<file path="config.mk">
export PLATFORM = sky130hd
export DESIGN_NAME = lcd_sequencer
export DESIGN_NICKNAME = d
export VERILOG_FILES = /design/src/rtl/lcd_sequencer.sv
export SDC_FILE = /design/constraint.sdc
export NUM_CORES = 1
export LEC_CHECK = 0
export CORE_MARGIN = 2
export CORE_UTILIZATION = 40
export CTS_CLUSTER_SIZE = 12
export DETAILED_ROUTE_END_ITERATION = 16
export DONT_BUFFER_PORTS = 1
export PLACE_DENSITY = 0.59
export SYNTH_ARGS = -nofsm -noshare
export SYNTH_HDL_FRONTEND = slang
export SYNTH_SLANG_ARGS = --single-unit
</file>
<file path="constraint.sdc">
create_clock -name clk -period 2.4 [get_ports clk]
set_input_delay 0.24 -clock clk [delete_from_list [all_inputs] [get_ports clk]]
set_output_delay 0.24 -clock clk [all_outputs]
set_load 0.02 [all_outputs]
</file>
<file path="src/rtl/lcd_sequencer.sv">
// HD44780-style LCD write sequencer: power-up wait, init commands, paced SETUP/PULSE/HOLD transfers, auto line wrap.
// A transfer takes 3 step events after acceptance; wr_ready is high only in READY, so requests wait while busy.
module lcd_sequencer #(
  parameter int COLS          = 16,
  parameter int POWERUP_STEPS = 20
) (
  input  logic       clk,
  input  logic       rst,
  input  logic       tick_in,
  input  logic       wr_valid,
  input  logic       wr_rs,
  input  logic [7:0] wr_data,
  output logic       wr_ready,
  output logic       busy,
  output logic       lcd_rs,
  output logic       lcd_rw,
  output logic       lcd_e,
  output logic [7:0] lcd_data
);

  localparam int CW = (COLS > 1) ? $clog2(COLS) : 1;
  localparam int PW = $clog2(POWERUP_STEPS + 1);

  typedef enum logic [2:0] {PWR_WAIT, INIT, READY, SETUP, PULSE, HOLD, LINE} state_t;
  typedef enum logic [1:0] {SRC_INIT, SRC_USER, SRC_LINE} src_t;

  state_t          state_q, state_d;
  src_t            src_q, src_d;
  logic            tick_q;
  logic [PW-1:0]   pwr_cnt_q, pwr_cnt_d;
  logic [1:0]      init_idx_q, init_idx_d;
  logic [CW-1:0]   col_q, col_d;
  logic            line_q, line_d;
  logic            e_q, e_d;
  logic            rs_q, rs_d;
  logic [7:0]      data_q, data_d;
  logic            step;

  assign step = tick_in & ~tick_q;

  function automatic logic [7:0] init_cmd(input logic [1:0] idx);
    case (idx)
      2'd0:    return 8'h38;
      2'd1:    return 8'h0C;
      2'd2:    return 8'h06;
      default: return 8'h01;
    endcase
  endfunction

  always_comb begin
    state_d    = state_q;
    src_d      = src_q;
    pwr_cnt_d  = pwr_cnt_q;
    init_idx_d = init_idx_q;
    col_d      = col_q;
    line_d     = line_q;
    e_d        = e_q;
    rs_d       = rs_q;
    data_d     = data_q;
    case (state_q)
      PWR_WAIT: begin
        if (step) begin
          if (pwr_cnt_q == PW'(POWERUP_STEPS - 1)) begin
            pwr_cnt_d  = '0;
            init_idx_d = 2'd0;
            state_d    = INIT;
          end else begin
            pwr_cnt_d = pwr_cnt_q + PW'(1);
          end
        end
      end
      INIT: begin
        rs_d    = 1'b0;
        data_d  = init_cmd(init_idx_q);
        src_d   = SRC_INIT;
        state_d = SETUP;
      end
      READY: begin
        // Acceptance ignores step: a coincident step event cannot reach SETUP yet.
        if (wr_valid) begin
          rs_d    = wr_rs;
          data_d  = wr_data;
          src_d   = SRC_USER;
          state_d = SETUP;
        end
      end
      SETUP: begin
        if (step) begin
          e_d     = 1'b1;
          state_d = PULSE;
        end
      end
      PULSE: begin
        if (step) begin
          e_d     = 1'b0;
          state_d = HOLD;
        end
      end
      HOLD: begin
        if (step) begin
          case (src_q)
            SRC_INIT: begin
              if (init_idx_q == 2'd3) begin
                col_d   = '0;
                line_d  = 1'b0;
                state_d = READY;
              end else begin
                init_idx_d = init_idx_q + 2'd1;
                state_d    = INIT;
              end
            end
            SRC_LINE: state_d = READY;
            default: begin
              state_d = READY;
              if (rs_q) begin
                if (col_q == CW'(COLS - 1)) begin
                  col_d   = '0;
                  state_d = LINE;
                end else begin
                  col_d = col_q + CW'(1);
                end
              end else if (data_q == 8'h01) begin
                col_d  = '0;
                line_d = 1'b0;
              end
            end
          endcase
        end
      end
      LINE: begin
        // line_q still holds the old line: moving to line 1 needs DDRAM address 0x40.
        line_d  = ~line_q;
        rs_d    = 1'b0;
        data_d  = line_q ? 8'h80 : 8'hC0;
        src_d   = SRC_LINE;
        state_d = SETUP;
      end
      default: state_d = PWR_WAIT;
    endcase
  end

  always_ff @(posedge clk) begin
    if (rst) begin
      state_q    <= PWR_WAIT;
      src_q      <= SRC_INIT;
      tick_q     <= 1'b0;
      pwr_cnt_q  <= '0;
      init_idx_q <= 2'd0;
      col_q      <= '0;
      line_q     <= 1'b0;
      e_q        <= 1'b0;
      rs_q       <= 1'b0;
      data_q     <= 8'h00;
    end else begin
      state_q    <= state_d;
      src_q      <= src_d;
      tick_q     <= tick_in;
      pwr_cnt_q  <= pwr_cnt_d;
      init_idx_q <= init_idx_d;
      col_q      <= col_d;
      line_q     <= line_d;
      e_q        <= e_d;
      rs_q       <= rs_d;
      data_q     <= data_d;
    end
  end

  assign wr_ready = (state_q == READY);
  assign busy     = ~wr_ready;
  assign lcd_e    = e_q;
  assign lcd_rs   = rs_q;
  assign lcd_data = data_q;
  assign lcd_rw   = 1'b0;

endmodule

</file>
# Yosys cells after proc, flatten, opt, wreduce, memory -nomap -nowiden
# Index checks and enable logic that the tools add are counted.
dict set report word_totals {
  ff_bits 28
  inputBits 13
  out_inout_bits 13
}
dict set report classes {
  add_sub_neg 3
  eq_ne 26
  n_mux 40
  bitwise 5
  n_reduce_logical 18
}
# op count
set ops {}
lappend ops {{$mux W3} 8}
lappend ops {{$pmux W8 S3} 1}
lappend ops {{$ne A2 B2 Y1 const B} 10}
lappend ops {{$pmux W3 S6} 1}
lappend ops {{$pmux W6 S3} 1}
lappend ops {{$reduce_and A6 Y1} 3}
lappend ops {{$mux W4} 4}
lappend ops {{$mux W2} 7}
lappend ops {{$eq A3 B3 Y1 const B} 3}
lappend ops {{$ne A3 B3 Y1 const B} 3}
lappend ops {{$eq A8 B1 Y1 const B} 1}
lappend ops {{$mux W8} 1}
lappend ops {{$pmux W1 S2} 4}
lappend ops {{$pmux W4 S2} 1}
lappend ops {{$reduce_bool A2 Y1} 4}
lappend ops {{$mux W1} 7}
lappend ops {{$mux W7} 1}
lappend ops {{$eq A2 B2 Y1 const B} 3}
lappend ops {{$eq A3 B2 Y1 const B} 2}
lappend ops {{$pmux W2 S3} 1}
lappend ops {{$pmux W3 S2} 1}
lappend ops {{$reduce_and A2 Y1} 3}
lappend ops {{$reduce_bool A3 Y1} 2}
lappend ops {{$add A5 B1 Y5 const B} 1}
lappend ops {{15 further kinds} 19}

# Longest topological paths before layout
dict set report logic_depth {
  ltp_word 6
  depth_mapped 6
}

# Worst setup path after synthesis
# OpenSTA, ideal clock, no wires.
dict set report synth_path {
  kind {flip-flop to flip-flop}
  start {register init_idx_q[0]}
  end {register init_idx_q[0]}
  arrival_time_ns 1.535
  required_time_ns 2.277
  path_slack_ns 0.741
  stages_incl_launch_ff 6
  path_buffers 0
  period_less_slack_ns 1.659
  path_cell_list {dfxtp_1 > ha_1 > or3_1 > a2bb2oi_1 > nor3_1 > mux2_1}
}
dict set report synth_via {
  elab_chain_len 5
}
# element line
set synth_lines {}
lappend synth_lines {{start: declaration} 31} ;# logic [1:0] init_idx_q, init_idx_d;
lappend synth_lines {{start signal: assignment} 159} ;# init_idx_q <= init_idx_d;
lappend synth_lines {{$add A2 B1 Y2} 108} ;# init_idx_d = init_idx_q + 2'd1;
lappend synth_lines {{$mux W2} 103} ;# if (init_idx_q == 2'd3) begin
lappend synth_lines {{$mux W2} 101} ;# case (src_q)
lappend synth_lines {{$mux W2} 100} ;# if (step) begin
lappend synth_lines {{$pmux W2 S2} 60} ;# case (state_q)
# Several ways; a longest one is shown, not always the timed one. The select of a mux whose other input is x is not followed.
# A chain may end at the register's enable or synchronous reset.

# Worst setup path after layout
dict set report layout_path {
  start {register state_q[1]}
  end {output busy}
}
dict set report layout_via {
  elab_chain_len 2
}
# element line
set layout_lines {}
lappend layout_lines {{start: declaration} 27} ;# state_t state_q, state_d;
lappend layout_lines {{start signal: assignment} 155} ;# state_q <= state_d;
lappend layout_lines {{$eq A3 B2 Y1} 168} ;# assign wr_ready = (state_q == READY);
lappend layout_lines {{net wr_ready} 13} ;# output logic wr_ready,
lappend layout_lines {{$not A1 Y1} 169} ;# assign busy = ~wr_ready;
lappend layout_lines {{end: declaration} 14} ;# output logic busy,
# The timed path passes the listed nets, and every way through them passes these cells.

==> results_dict.tcl <==
set metrics [dict create \
    drive_above_1_share_pct 8.02 \
    cts_sinks 28 \
    drt_iter0_drc 77 \
    holdPathEnd "col_q[2]$_SDFFE_PP0P_" \
    fin_ws_ns 0.436 \
    fin_crit_sh_pct 81.8 \
    slew_headroom_pct 58.1 \
    synthArstFlopShare_pct 0 \
    pwr-share-seq_pct 59.1 \
    wl_per_cell_um 15.3 \
    rsz0062_at_grt "no" \
    clk_latency_ns 0.27 \
    grt_pass1_wl_mm 6.14 \
    regArea_um2 561 \
    synth-warning-count 0 \
    cts_resized 0 \
    start_util_pct 40.8 \
    diodes 0 \
    cts_tree "yes" \
    grt_max_degree 29 \
    ys.flop_type "dfxtp_1" \
    timing.rr.start "state_q[0]$_SDFFE_PP0P_" \
    port-buffer-count 0 \
    yosysTopAreaCell "dfxtp_1" \
    postSynthCellCount 190 \
    synth.distinct_cells 52 \
    min_path_type "in -> reg" \
    regToRegSetupSlack_ns 0.52 \
    multi_input_area_um2 965 \
    cts_buffer_depth 2 \
    ios 26 \
    worstPathArrival_ns 1.72 \
    gp_congestion 0.890 \
    track_usage_pct 17.7 \
    power_density_nw_per_um2 478 \
    r2r_end "col_q[3]$_SDFFE_PP0P_" \
    n_fill_cell 384 \
    synth_seq_cells 28 \
    placed_area_um2 1650 \
    comb_power_share_pct 5.0 \
    synth_nets 210 \
    totalPowerFinal_uw 814 \
    area_growth_pct 5.91 \
    antenna_found_initial 0 \
    clk_pin_slew_ns 0.09 \
    cts_max_level 1 \
    crit_required_ns 2.16 \
    cts.hold.buffers_added 0 \
    cts_buffers 3 \
    irDropWorstVdd_uv 201 \
    cp-start-kind "flop" \
    drt-vias-per-instance 5.90 \
    period_needed_ns 1.96 \
    pwr-share-clk_pct 35.9 \
    fin_skew_ns 0.00351 \
    rows 23 \
    swShare_pct 22.0 \
    synth.avg_cell_area_um2 8.46 \
    synth_commonest_cells "dfxtp_1 (28), nor2_1 (22), nand2_1 (12)" \
    cts_setup_buffers 0 \
    finalWirelength_mm 3.63 \
    setup_tns_ns 0 \
    p_leak_uw 0.000630 \
    synth_top_area_share_pct 34.9 \
    intPower_uw 635 \
    synthesis.area_um2 1610 \
    drc 0 \
    fp.dieW_um 67.4 \
    setup_viol 0 \
    coreArea_um2 3940 \
    stdcell_area_um2 1700 \
    fin_nets 208 \
    synth-edff-count 0 \
    dp_hpwl_mm 2.79 \
    synth.most_common_cell "dfxtp_1" \
    hold_violations 0 \
    ant_nets 0 \
    pre_cts_slack_ns 0.549 \
    criticalPathCategory "reg -> out" \
    gr-total-overflow 0 \
    maxCapViolCount 0 \
    hp-start "rst" \
    die_h_um 67.4 \
    tightest_slew_ns 0.626 \
    max_freq_ghz 0.509 \
    r2r_cells 4 \
    slew_viol_final 0 \
    p_sw_uw 179 \
    status "finished clean" \
    vias 1399 \
    grt_pass1_vias 1360 \
    drt-pass1-iter-count 4 \
    clockRootBuffer "clkbuf_8" \
    die_area_um2 4540 \
    path_max_fanout 16 \
    synth_area_leaders "dfxtp_1 (35%), ha_1 (5.4%), nor2_1 (5.1%), a211oi_1 (3.3%), a21oi_1 (3.1%)" \
    synth_seq_area_share_pct 34.9 \
    hold_depth 1 \
    end_kind "output pin" \
]
-- worst max-delay path by stage --
stage | slack, ns | from | end
2_1_floorplan | 0.74 | init_idx_q[0]$_SDFFE_PP0P_ | init_idx_q[0]$_SDFFE_PP0P_
3_3_place_gp | 0.62 | state_q[0]$_SDFFE_PP0P_ | col_q[3]$_SDFFE_PP0P_
3_5_place_dp | 0.55 | state_q[0]$_SDFFE_PP0P_ | col_q[3]$_SDFFE_PP0P_
4_1_cts | 0.42 | state_q[1]$_SDFFE_PP0P_ | busy
5_1_grt | 0.25 | state_q[1]$_SDFFE_PP0P_ | busy
6_report | 0.44 | state_q[1]$_SDFFE_PP0P_ | busy
-- metrics by stage --
step                hold WS, ns  utilization, %  instances
floorplan                 0.368               -        190
detailed placement        0.316            41.8        233
finish                   0.0240            43.2        237
CTS                      0.0145            43.2        237
global route            0.00534            43.2        237
global placement          0.313            41.8        233
-- cells by family (layout without fill, tap and decap cells) --
logic type	after synthesis	in the layout	share of synthesized area (%)
xor+xnor	1	1	0.545
flops	28	28	34.9
other cells	1	1	0.233
fa+ha+maj	7	7	5.45
compound gates	49	49	22.7
buf+inv	20	17	5.14
mux	6	6	3.81
simple gates	78	78	27.2
-- worst max-delay path, cell delays in order, from the launching register on --
cell and delay, ns:
dfxtp_1 0.58, nor3b_2 0.61, inv_1 0.25
-- sequential cells by signal (all words and copies together) (netlist names) --
| signal | count |
|---|---|
| src_q | 2 |
| lcd_data | 8 |
| line_q | 1 |
| col_q | 4 |
| state_q | 3 |
| tick_q | 1 |
| lcd_rs | 1 |
| init_idx_q | 2 |
| lcd_e | 1 |
| pwr_cnt_q | 5 |
-- layout by cell type, fill, tap and decap left out, types with 2 or more instances in the layout --
| master | count |
|---|---|
| o21ai_0 | 5 |
| nand2_1 | 12 |
| nor2b_1 | 4 |
| nor2_1 | 22 |
| a2bb2oi_1 | 2 |
| and3_1 | 3 |
| dfxtp_1 | 28 |
| o211ai_1 | 2 |
| a21oi_1 | 10 |
| ha_1 | 7 |
| nand3_1 | 4 |
| nand2b_1 | 5 |
| a31oi_1 | 3 |
| mux2i_1 | 5 |
| nor3_1 | 9 |
| nand3b_1 | 6 |
| o41ai_1 | 2 |
| o22ai_1 | 2 |
| o41ai_2 | 2 |
| inv_1 | 9 |
| a211oi_1 | 7 |
| buf_4 | 3 |
| clkbuf_8 | 4 |
| o311ai_1 | 2 |
| a21o_1 | 2 |
-- layer usage --
layer / track usage (%) / vias to the layer above / routed length (um)
met3: 3.00 / 7 / 196
met5: 0 / - / 0
li1: - / 692 / -
met2: 30.8 / 50 / 1770
met4: 6.89 / 0 / 55
met1: 21.7 / 650 / 1620
-- power groups by stage --
stage	combinational (uW)	clock, uW	sequential (uW)
global placement	40.2	0	491
CTS	41.2	299	481
detailed placement	41.0	0	492
global route	46.9	317	482
finish	41.0	292	481
floorplan	42.1	0	489
-- final cells by class --
class	instances	area share, %
clock buffers	4	3.23
flip-flops and latches	28	32.9
repair buffers	3	1.32
multi-input cells	142	56.6
inverters	10	2.20
well taps	50	3.67
No activity file was read; power rests on OpenSTA's default activity.
